===== config.mk =====
export PLATFORM = sky130hd
export DESIGN_NAME = pir_adc_sequencer
export DESIGN_NICKNAME = d
export VERILOG_FILES = /design/src/rtl/pir_adc_sequencer.sv
export SDC_FILE = /design/constraint.sdc
export NUM_CORES = 1
export LEC_CHECK = 0
export ABC_AREA = 0
export BUFFER_PORTS_ARGS = -buffer_cell sky130_fd_sc_hd__buf_4
export CAP_MARGIN = 10
export CORE_ASPECT_RATIO = 1.5
export CORE_MARGIN = 5
export CORE_UTILIZATION = 53
export CTS_CLUSTER_DIAMETER = 120
export DETAILED_ROUTE_END_ITERATION = 6
export PLACE_DENSITY_LB_ADDON = 0.1
export SETUP_SLACK_MARGIN = 0.02
export SYNTH_ARGS = -nofsm -noshare
export SYNTH_HDL_FRONTEND = slang
export SYNTH_SLANG_ARGS = --single-unit

===== constraint.sdc =====
create_clock -name clk -period 2.5 [get_ports clk]
set_clock_uncertainty 0.05 [all_clocks]
set_input_delay 0.125 -clock clk [delete_from_list [all_inputs] [get_ports clk]]
set_output_delay 0.125 -clock clk [all_outputs]
set_load 0.02 [all_outputs]

===== src/rtl/pir_adc_sequencer.sv =====
// pir_adc_sequencer: scans three PIR channels through a shared ADC once per
// sample period, scales each result to a 0..MAX_LEVEL level, smooths it and
// publishes it on pir_sensor_1..3 together with a frame strobe and fault flags.
module pir_adc_sequencer #(
    parameter int ADC_WIDTH     = 10,
    parameter int SAMPLE_PERIOD = 16,
    parameter int ADC_TIMEOUT   = 32,
    parameter int MAX_LEVEL     = 100
) (
    input  logic                 clk,
    input  logic                 rst,
    input  logic                 turn,
    output logic                 adc_start,
    output logic [1:0]           adc_channel,
    input  logic                 adc_done,
    input  logic [ADC_WIDTH-1:0] adc_data,
    output logic [6:0]           pir_sensor_1,
    output logic [6:0]           pir_sensor_2,
    output logic [6:0]           pir_sensor_3,
    output logic                 frame_valid,
    output logic                 adc_fault,
    output logic [1:0]           fault_channel,
    output logic                 scan_overrun
);

    localparam int CNT_W = (SAMPLE_PERIOD > 1) ? $clog2(SAMPLE_PERIOD) : 1;
    localparam int TMO_W = $clog2(ADC_TIMEOUT + 1);
    localparam int SHIFT = ADC_WIDTH - 7;

    // Any raw code at or above this value maps to a level above MAX_LEVEL.
    // Comparing the full word keeps every ADC bit in play without a slice.
    localparam bit                 SAT_EN  = (MAX_LEVEL < 127);
    localparam logic [ADC_WIDTH-1:0] SAT_THR = ADC_WIDTH'((MAX_LEVEL + 1) << SHIFT);

    typedef enum logic [1:0] {
        IDLE,
        REQUEST,
        WAIT_DONE,
        PUBLISH
    } state_t;

    state_t             state, next_state;
    logic [CNT_W-1:0]   period_cnt;
    logic [TMO_W-1:0]   tmo_cnt;
    logic [1:0]         ch;
    logic [2:0]         seeded;
    logic               tick;
    logic               take_done;
    logic               take_timeout;
    logic [6:0]         lvl;

    // Top 7 bits of the conversion, clamped to the published ceiling.
    function automatic logic [6:0] sat_level(input logic [ADC_WIDTH-1:0] d);
        if (SAT_EN && (d >= SAT_THR))
            return 7'(MAX_LEVEL);
        return d[ADC_WIDTH-1 -: 7];
    endfunction

    // Two-point running average with an 8-bit sum and truncating divide.
    function automatic logic [6:0] smooth(input logic [6:0] old_v, input logic [6:0] new_v);
        logic [7:0] sum;
        sum = {1'b0, old_v} + {1'b0, new_v};
        return 7'(sum >> 1);
    endfunction

    assign lvl         = sat_level(adc_data);
    assign tick        = turn && (period_cnt == CNT_W'(SAMPLE_PERIOD - 1));
    assign adc_channel = ch;

    // Free-running period counter, parked at zero while the system is off.
    always_ff @(posedge clk or posedge rst) begin
        if (rst)
            period_cnt <= '0;
        else if (!turn || (period_cnt == CNT_W'(SAMPLE_PERIOD - 1)))
            period_cnt <= '0;
        else
            period_cnt <= period_cnt + 1'b1;
    end

    // FSM state register.
    always_ff @(posedge clk or posedge rst) begin
        if (rst)
            state <= IDLE;
        else
            state <= next_state;
    end

    // Next-state logic and handshake strobes; turn low aborts any scan.
    always_comb begin
        next_state   = state;
        adc_start    = 1'b0;
        frame_valid  = 1'b0;
        take_done    = 1'b0;
        take_timeout = 1'b0;
        case (state)
            IDLE: begin
                if (tick)
                    next_state = REQUEST;
            end
            REQUEST: begin
                adc_start  = 1'b1;
                next_state = turn ? WAIT_DONE : IDLE;
            end
            WAIT_DONE: begin
                if (!turn) begin
                    next_state = IDLE;
                end else if (adc_done) begin
                    take_done  = 1'b1;
                    next_state = (ch == 2'd2) ? PUBLISH : REQUEST;
                end else if (tmo_cnt == TMO_W'(ADC_TIMEOUT - 1)) begin
                    take_timeout = 1'b1;
                    next_state   = (ch == 2'd2) ? PUBLISH : REQUEST;
                end
            end
            PUBLISH: begin
                frame_valid = 1'b1;
                next_state  = IDLE;
            end
            default: next_state = IDLE;
        endcase
    end

    // Channel index, timeout counter, published levels and sticky flags.
    always_ff @(posedge clk or posedge rst) begin
        if (rst) begin
            ch            <= 2'd0;
            tmo_cnt       <= '0;
            seeded        <= 3'b000;
            pir_sensor_1  <= 7'd0;
            pir_sensor_2  <= 7'd0;
            pir_sensor_3  <= 7'd0;
            adc_fault     <= 1'b0;
            fault_channel <= 2'd0;
            scan_overrun  <= 1'b0;
        end else begin
            if (tick && (state != IDLE))
                scan_overrun <= 1'b1;

            if ((state == IDLE) && tick)
                ch <= 2'd0;

            if (state == REQUEST)
                tmo_cnt <= '0;
            else if (state == WAIT_DONE)
                tmo_cnt <= tmo_cnt + 1'b1;

            if (take_done) begin
                case (ch)
                    2'd0: pir_sensor_1 <= seeded[0] ? smooth(pir_sensor_1, lvl) : lvl;
                    2'd1: pir_sensor_2 <= seeded[1] ? smooth(pir_sensor_2, lvl) : lvl;
                    default: pir_sensor_3 <= seeded[2] ? smooth(pir_sensor_3, lvl) : lvl;
                endcase
                seeded[ch] <= 1'b1;
            end

            if (take_timeout) begin
                adc_fault     <= 1'b1;
                fault_channel <= ch;
            end

            if ((take_done || take_timeout) && (ch != 2'd2))
                ch <= ch + 2'd1;
        end
    end

endmodule

==> results of run 1 <==
==> per-stage QoR <==
stage,util,setup slack [ns],power [µW]
3_3_place_gp,0.612,0.0711,2880
4_1_cts,0.633,0.201,3500
3_5_place_dp,0.612,0.0320,2930
6_report,0.634,0.217,3470
5_1_grt,0.634,0.0775,3760
2_1_floorplan,-,0.0213,2360
==> sequential cells by signal (all words and copies together), names as in the netlist <==
register	cells
period_cnt	4
adc_channel	2
state	2
seeded	3
adc_fault	1
pir_sensor_1	7
tmo_cnt	6
pir_sensor_3	7
scan_overrun	1
pir_sensor_2	7
fault_channel	2
==> report_power, final <==
part	switching, µW	leakage [µW]	internal [µW]	total [µW]
Clock	249	0.0000514	298	547
Sequential	276	0.000537	874	1150
Combinational	953	0.00111	820	1770
Total	1480	0.00170	1990	3470
==> metal layers <==
| metal | vias to the layer above | track usage | wire length (µm) |
|---|---|---|---|
| met5 | - | 0 | 0 |
| met4 | 0 | 0.0937 | 177 |
| met3 | 15 | 0.0348 | 294 |
| met2 | 62 | 0.354 | 3830 |
| met1 | 1355 | 0.253 | 3110 |
| li1 | 1428 | - | - |
==> what timing repair did <==
item,4_1_cts,5_1_grt
hold buffers,1,0
hold endpoints to repair,42,0
endpoints found under the setup margin,0,1
gates resized for setup,0,1
==> worst min-delay path by stage <==
stage                     startpoint              end  depth (start not counted)
after floorplan                 turn    period_cnt[1]                          2
after global placement           rst        adc_fault                          3
after detailed placement         rst  pir_sensor_2[5]                          3
after CTS                       turn    period_cnt[1]                          3
after global routing            turn    period_cnt[1]                          3
final                           turn    period_cnt[1]                          3
==> layout make-up <==
type | count | share of cell area
multi-input combinational | 289 | 0.527
sequential | 42 | 0.286
timing repair buffer | 56 | 0.115
tap | 72 | 0.0245
clock buffer | 6 | 0.0198
inverter | 16 | 0.0164
clock inverter | 2 | 0.0102
==> cell families after synthesis <==
family                     Yosys count  share of synthesized area
muxes                                7                     0.0236
adders and majority gates           22                     0.0873
DFF                                 42                      0.336
buffers and inverters               36                     0.0476
AOI/OAI and AO/OA                  134                      0.297
xor gates and xnor gates            16                     0.0448
and+or+nand+nor                    110                      0.163
==> critical path, stage by stage, from the launching register on <==
cell	delay, ns
dfrtp_1	0.40
ha_1	0.32
o21a_1	0.12
a31oi_2	0.24
a21oi_2	0.13
maj3_1	0.38
a2111oi_2	0.39
o31ai_1	0.12
==> cell usage after synthesis, drive strengths merged (4+ instances only) <==
cell type  number  area share
a21o            6       0.014
a21oi          36       0.059
a22o            5       0.014
a31oi           7       0.016
a32oi           4       0.011
and2            5       0.010
and3            6       0.012
buf             8       0.014
clkbuf         12       0.014
dfrtp          42        0.34
ha             21       0.084
inv            16       0.019
mux2i           4       0.013
nand2          45       0.054
nand2b          5       0.010
nand3           7       0.011
nor2           20       0.024
nor3            8       0.013
o211ai          5       0.012
o21ai          30       0.048
o31ai           4       0.011
or3             4      0.0080
xnor2          13       0.036
==> reports/metrics.yaml, run 1 <==
antenna_found_initial: 0
tightestPinTransition_ns: 0.570
fin_cells: 483
cts_tree: "built"
reg2reg_to: "pir_sensor_2[6]"
synth_edf_count: 0
multi_input_comb_area_mm2: 0.00194
dr.pass1.iters: 4
slew_headroom: 0.619
r2r_cells: 7
grt_pass1_wl_um: 12900
pin_count: 43
grtUsageTotal: 0.209
cellLeakagePower_uw: 0.00170
gr-total-overflow: 0
syn-num-nets: 402
clk_pin_slew_ns: 0.08
fp-row-count: 34
hold_class: "in -> reg"
vias: 2860
grt_max_degree: 43
core_area_mm2: 0.00579
dpl_cell_area_mm2: 0.00354
grt_pass1_vias: 2822
drt-initial-drc-count: 109
post-route-period-util: 0.913
holdWs_ns: 0.0417
cts_num_sinks: 42
period_needed_ns: 2.28
drtAntennaViolNets: 0
yosysWarnings: 0
clkLatencyLatePin_ns: 0.30
syn2layout_area_growth_pct: 17.4
wl_per_cell_um: 15.3
fmax_mhz: 438
post_cts_buffers: 0
required_ns: 2.62
syn_area_per_cell_um2: 8.52
synthFlopType: "dfrtp_1"
peakVddDrop_uv: 503
initial_core_util: 0.540
nFillCells: 531
cp-start-kind: "register"
place.port_buffers: 39
dieArea_mm2: 0.00756
synthesis.area_mm2: 0.00313
dp_hpwl_um: 5540
worstSetupPathType: "reg -> reg"
synth_cells: 367
gp_congestion: 0.837
r2r-start: "pir_sensor_2[2]"
hold_viol: 0
via_per_inst: 5.92
final_cell_mix: "buf_4, nand2_1, dfrtp_1"
seq_area_mm2: 0.00105
drc: 0
drv_slew: 0
die_w_um: 72.7
die_h_um: 104
ff2ff_setup_slack_ns: 0.22
critPathCapture: "pir_sensor_2[6]"
yosysSeqAreaShare: 0.336
cts_buffer_depth: 2
wl_um: 7410
outcome: "finished clean"
critical_path.endpoint_type: "register"
fin_area_mm2: 0.00367
layout-drive-gt1-share: 0.202
cp_max_fo: 5
place_inst: 474
layout_commonest_cell: "buf_4"
diodes: 0
final_nets: 445
ys_ff_latch: 42
synth.distinct_cells: 61
p_per_area_mw_per_mm2: 945
worstPathArrival_ns: 2.41
setup_tns_ns: 0
synthArstFlopShare: 1.00
cts_root_buffer: "clkbuf_8"
rsz0062_at_grt: "false"
worst_setup_path_startpoint: "pir_sensor_2[2]"
htree_levels: 2
finalSetupViolations: 0
cts_buffers: 5
cap_viol_max_count: 0
No activity file was read; power rests on OpenSTA's default activity.
==> run 2: changes to the inputs <==
Settings changed: PLACE_DENSITY_LB_ADDON 0.1 to 0.12.
==> run 2 against run 1 <==
Core utilization increased by 0.28 points. Combinational power about the same. Cell count increased by 0.62%. Non-clock buffer count grew 3. Register-to-register slack improved by 0.03 ns. Design area is 0.44% higher. Sequential share of layout area decreased by 0.13 points. Clock power is essentially flat. Fmax increased by 1.4%. Die area did not move. Setup slack gained 0.030 ns.
==> reports/metrics.yaml, run 2 (synthesis results as in run 1) <==
gr-total-overflow: 0  # unchanged
slew_headroom: 0.575  # -0.0439
drc: 0  # unchanged
layout_commonest_cell: "buf_4"
wl_um: 7400  # -0.24%
fmax_mhz: 444  # +1.4%
syn2layout_area_growth_pct: 17.9
hold_viol: 0  # unchanged
critical_path.endpoint_type: "register"
cp-start-kind: "register"
initial_core_util: 0.540  # unchanged
layout-drive-gt1-share: 0.205  # +0.00337
top_layer: "met4"
dr.pass1.iters: 4  # unchanged
die_h_um: 104  # unchanged
post-route-period-util: 0.901  # -0.0122
vias: 2901  # +1.4%
drtAntennaViolNets: 0  # unchanged
reg_top3: "pir_sensor_1 x7, pir_sensor_2 x7, pir_sensor_3 x7"
path_cells: "ha_1 -> o21a_1 -> a31oi_2 -> a21oi_2 -> maj3_1 -> a2111oi_2 -> o31ai_1"
fp-row-count: 34  # unchanged
peakVddDrop_uv: 566  # +13%
cts_buffers: 5  # unchanged
antenna_found_initial: 0  # unchanged
worstPathArrival_ns: 2.37  # -0.04 ns
clkLatencyLatePin_ns: 0.30  # about the same
final_nets: 448  # +0.67%
route.met3.wl_um: 324  # +10%
cp_max_fo: 5  # unchanged
final_cell_mix: "buf_4, nand2_1, dfrtp_1"
max_stage_delay_ns: 0.41  # about the same
period_needed_ns: 2.25  # -0.0304 ns
tightestPinTransition_ns: 0.636  # +0.0658 ns
hold_class: "in -> reg"
p_per_area_mw_per_mm2: 942  # -0.34%
grtUsageTotal: 0.204  # -0.00504
finalSetupViolations: 0  # unchanged
grt_max_degree: 43  # unchanged
core_area_mm2: 0.00579  # unchanged
cap_viol_max_count: 0  # unchanged
detailroute.wirelength.met2_um: 3970  # +3.6%
rsz0062_at_grt: "false"
total_power_uw: 3470  # +0.10%
diodes: 0  # unchanged
htree_levels: 2  # unchanged
critical-path-slowest-cell: "dfrtp_1"
cts_tree: "built"
required_ns: 2.62  # about the same
nFillCells: 539  # +1.5%
gp_congestion: 0.836  # -0.11%
cts_num_sinks: 42  # unchanged
grt_pass1_wl_um: 12700  # -1.4%
via_per_inst: 5.97  # +0.81%
place.port_buffers: 39  # unchanged
cellLeakagePower_uw: 0.00171  # +0.75%
worstSetupPathType: "reg -> reg"
cts_buffer_depth: 2  # unchanged
drv_slew: 0  # unchanged
cts_root_buffer: "clkbuf_8"
setup_tns_ns: 0  # unchanged
grt_pass1_vias: 2855  # +1.2%
dieArea_mm2: 0.00756  # unchanged
routedLengthMet1_um: 3000  # -3.7%
drt-initial-drc-count: 164  # +50%
outcome: "finished clean"
die_w_um: 72.7  # unchanged
wl_per_cell_um: 15.2  # -0.86%
dp_hpwl_um: 5520  # -0.48%
clk_pin_slew_ns: 0.08  # about the same
pin_count: 43  # unchanged
## run 2: worst paths after layout
path / from / end / slack [ns] / cells after the start
hold / removal: turn / period_cnt[1] / 0.05 / 3
setup reg to reg: pir_sensor_2[2] / pir_sensor_2[6] / 0.25 / 7
min in group asynchronous: rst / pir_sensor_2[6] / 0.48 / 4
hold reg to reg: adc_fault / adc_fault / 0.43 / 1
max in group asynchronous: rst / pir_sensor_2[2] / 1.54 / 4
setup / recovery: pir_sensor_2[2] / pir_sensor_2[6] / 0.25 / 7
## run 2: layer usage
layer | GRT usage | vias to the layer above
met5 | 0 | -
met4 | 0.0567 | 0
met3 | 0.0358 | 12
met2 | 0.364 | 68
met1 | 0.245 | 1391
li1 | - | 1430
## run 2: stage by stage
stage	hold WS [ns]	instances	area [µm²]	utilization	worst slack, ns
CTS	0.0442	486	3690	0.637	0.243
detailed placement	0.262	477	3570	0.616	0.0346
finish	0.0492	486	3690	0.637	0.248
floorplan	0.185	367	3130	-	0.0213
global route	0.0520	486	3690	0.637	0.0928
global placement	0.248	477	3570	0.616	0.0371
## run 2: cell type report
cell class,count,area (µm²),share of cell area
clock buffer,6,72.6,0.0197
clock inverter,2,37.5,0.0102
inverter,16,60.1,0.0163
multi-input combinational,289,1930,0.523
sequential,42,1050,0.285
tap,72,90.1,0.0244
timing repair buffer,59,445,0.121
## run 2: timing repair
action | CTS | global route
hold buffers | 1 | 0
buffers inserted | 0 | 0
gates resized for setup | 0 | 0
endpoints found under the hold margin | 42 | 0
## run 2: where the power goes
group	switching, µW	internal [µW]
combinational	962	830
clock	249	298
sequential	260	874
total	1470	2000
## run 2: worst max-delay path, delay by kind of cell (launching register included)
| kind | cells | cell delay (ns) |
|---|---|---|
| compound gates | 5 | 0.97 |
| fa+ha+maj | 2 | 0.70 |
| flops | 1 | 0.41 |
==> run 3: changes to the inputs <==
Settings changed: CORE_UTILIZATION 53 to 52.
==> run 3 against run 2 <==
Worst hold slack got worse by 0.0085 ns. Sequential share of layout area rose by 0.20 points. Non-clock buffer count fell by 1. Highest routed layer unchanged. First-iteration DRC count fell by 14%. Fmax rose by 0.16%. Cell count fell by 0.21%. Clock power fell by 15%. Global-route usage rose by 0.24 points. Sequential power barely moved.
==> reports/metrics.yaml, run 3 (synthesis results as in run 1) <==
place_inst: 476  # -0.21%
grt_max_degree: 23  # -47%
initial_core_util: 0.536  # -0.00394
cap_viol_max_count: 0  # unchanged
finalSetupViolations: 0  # unchanged
gp_congestion: 0.822  # -1.7%
critical-path-slowest-cell: "dfrtp_1"
gr-total-overflow: 0  # unchanged
via_per_inst: 5.84  # -2.1%
combPwrFrac: 0.528  # +0.012
core_area_mm2: 0.00583  # +0.74%
p_switching_uw: 1470  # -0.23%
clk_pin_slew_ns: 0.08  # about the same
worstSetupPathType: "reg -> reg"
p_per_area_mw_per_mm2: 925  # -1.8%
dp_hpwl_um: 5730  # +3.9%
setup_slack_ns: 0.251  # +0.00360 ns
path_cells: "ha_1 -> o21a_1 -> a31oi_2 -> a21oi_2 -> maj3_1 -> a2111oi_2 -> o31ai_1"
max_stage_delay_ns: 0.40  # about the same
nFillCells: 517  # -4.1%
hold_viol: 0  # unchanged
swShare: 0.433  # +0.00990
r2r_cells: 7  # unchanged
final_nets: 447  # -0.22%
hold_class: "in -> reg"
whs_path_depth: 3  # unchanged
critPathBufInv: 0  # unchanged
cp-start-kind: "register"
drtAntennaViolNets: 0  # unchanged
pin_count: 43  # unchanged
drc: 0  # unchanged
crit_family: "compound AO/OA/AOI/OAI gates"
setup_tns_ns: 0  # unchanged
grt_pass1_vias: 2761  # -3.3%
cp_max_fo: 5  # unchanged
htree_levels: 2  # unchanged
clkLatencyLatePin_ns: 0.30  # about the same
internal_power_uw: 1920  # -4.2%
cellLeakagePower_uw: 0.00171  # -0.43%
layout_commonest_cell: "buf_4"
tightestPinTransition_ns: 0.833  # +0.197 ns
reg_top3: "pir_sensor_1 x7, pir_sensor_2 x7, pir_sensor_3 x7"
post-route-period-util: 0.900  # -0.00144
cts_buffers: 5  # unchanged
wl_um: 7520  # +1.6%
grtUsageTotal: 0.207  # +0.00243
grt_pass1_wl_um: 12900  # +1.1%
cts_root_buffer: "clkbuf_8"
place_ws_ns: 0.00697  # -0.0276 ns
required_ns: 2.62  # about the same
critical_path.endpoint_type: "register"
wl_per_cell_um: 15.5  # +1.8%
die_w_um: 73.3  # +0.83%
path_depth: 7  # unchanged
antenna_found_initial: 0  # unchanged
syn2layout_area_growth_pct: 17.1
pwr-share-seq: 0.335  # +0.009
period_needed_ns: 2.25  # -0.00360 ns
fp-row-count: 34  # unchanged
cts_num_sinks: 42  # unchanged
peakVddDrop_uv: 576  # +1.7%
vias: 2833  # -2.3%
fmax_mhz: 445  # +0.16%
cts_tree: "built"
drv_slew: 0  # unchanged
dieArea_mm2: 0.00769  # +1.7%
drt-initial-drc-count: 141  # -14%
die_h_um: 105  # +0.86%
final_cell_mix: "buf_4, nand2_1, dfrtp_1"
cts_buffer_depth: 2  # unchanged
layout-drive-gt1-share: 0.203  # -0.00192
outcome: "finished clean"
worstPathArrival_ns: 2.37  # about the same
fin_cells: 485  # -0.21%
slew_headroom: 0.441  # -0.134
place.port_buffers: 39  # unchanged
clkPwrFrac: 0.137  # -0.020
rsz0062_at_grt: "false"
dr.pass1.iters: 4  # unchanged
diodes: 0  # unchanged
-- run 3: changes by cell type in the layout (fill, tap and decap cells not counted), sizes merged --
cell      change
clkinv        +1
bufinv        -1
clkinvlp      -1
buf           -1
clkbuf        +1
-- run 3: power by group through the flow --
| stage | sequential (µW) | clock, µW | combinational, µW |
|---|---|---|---|
| 2_1_floorplan | 1220 | 0 | 1140 |
| 3_3_place_gp | 1140 | 0 | 1750 |
| 3_5_place_dp | 1140 | 0 | 1790 |
| 4_1_cts | 1130 | 475 | 1810 |
| 5_1_grt | 1180 | 507 | 1990 |
| 6_report | 1130 | 465 | 1790 |
-- run 3: worst reg2reg max path, stage by stage, from the launching register on --
cell and delay, ns:
dfrtp_1 0.40, ha_1 0.31, o21a_1 0.12, a31oi_2 0.25, a21oi_2 0.13, maj3_1 0.38, a2111oi_2 0.37, o31ai_1 0.12
-- run 3: area by class of cell --
| type | count | area, µm² | share of cell area |
|---|---|---|---|
| flip-flops and latches | 42 | 1050 | 0.287 |
| inverters | 16 | 60.1 | 0.0164 |
| clock buffers | 7 | 86.3 | 0.0236 |
| repair buffers | 58 | 438 | 0.120 |
| multi-input cells | 289 | 1930 | 0.527 |
| clock inverters | 1 | 5.00 | 0.00137 |
| well taps | 72 | 90.1 | 0.0246 |
-- run 3: path summary, 6_finish.rpt --
kind / from / slack (ns) / end
hold / removal: turn / 0.04 / period_cnt[1]
setup reg to reg: pir_sensor_2[2] / 0.25 / pir_sensor_2[6]
max in group asynchronous: rst / 1.29 / pir_sensor_3[5]
hold reg to reg: adc_fault / 0.44 / adc_fault
min in group asynchronous: rst / 0.39 / pir_sensor_2[6]
setup / recovery: pir_sensor_2[2] / 0.25 / pir_sensor_2[6]
-- run 3: timing repair --
action                                 4_1_cts  5_1_grt
gates resized for setup                      0        0
setup buffers                                0        0
endpoints found under the hold margin       21        0
hold buffers                                 1        0
-- run 3: metal layers --
metal  vias to the layer above  GRT usage  part of all wire
li1                       1421          -                 -
met3                        16     0.0375             0.047
met1                      1343      0.256              0.41
met2                        53      0.350              0.52
met5                         -          0                 0
met4                         0     0.0777             0.023
-- run 3: metrics by stage --
stage / power (µW) / utilization / instance area, µm² / hold slack [ns]
after floorplan: 2360 / - / 3130 / 0.185
after detailed placement: 2940 / 0.611 / 3560 / 0.176
after CTS: 3410 / 0.628 / 3660 / 0.0366
after global placement: 2890 / 0.611 / 3560 / 0.167
final: 3390 / 0.628 / 3660 / 0.0407
after global routing: 3680 / 0.628 / 3660 / 0.0504
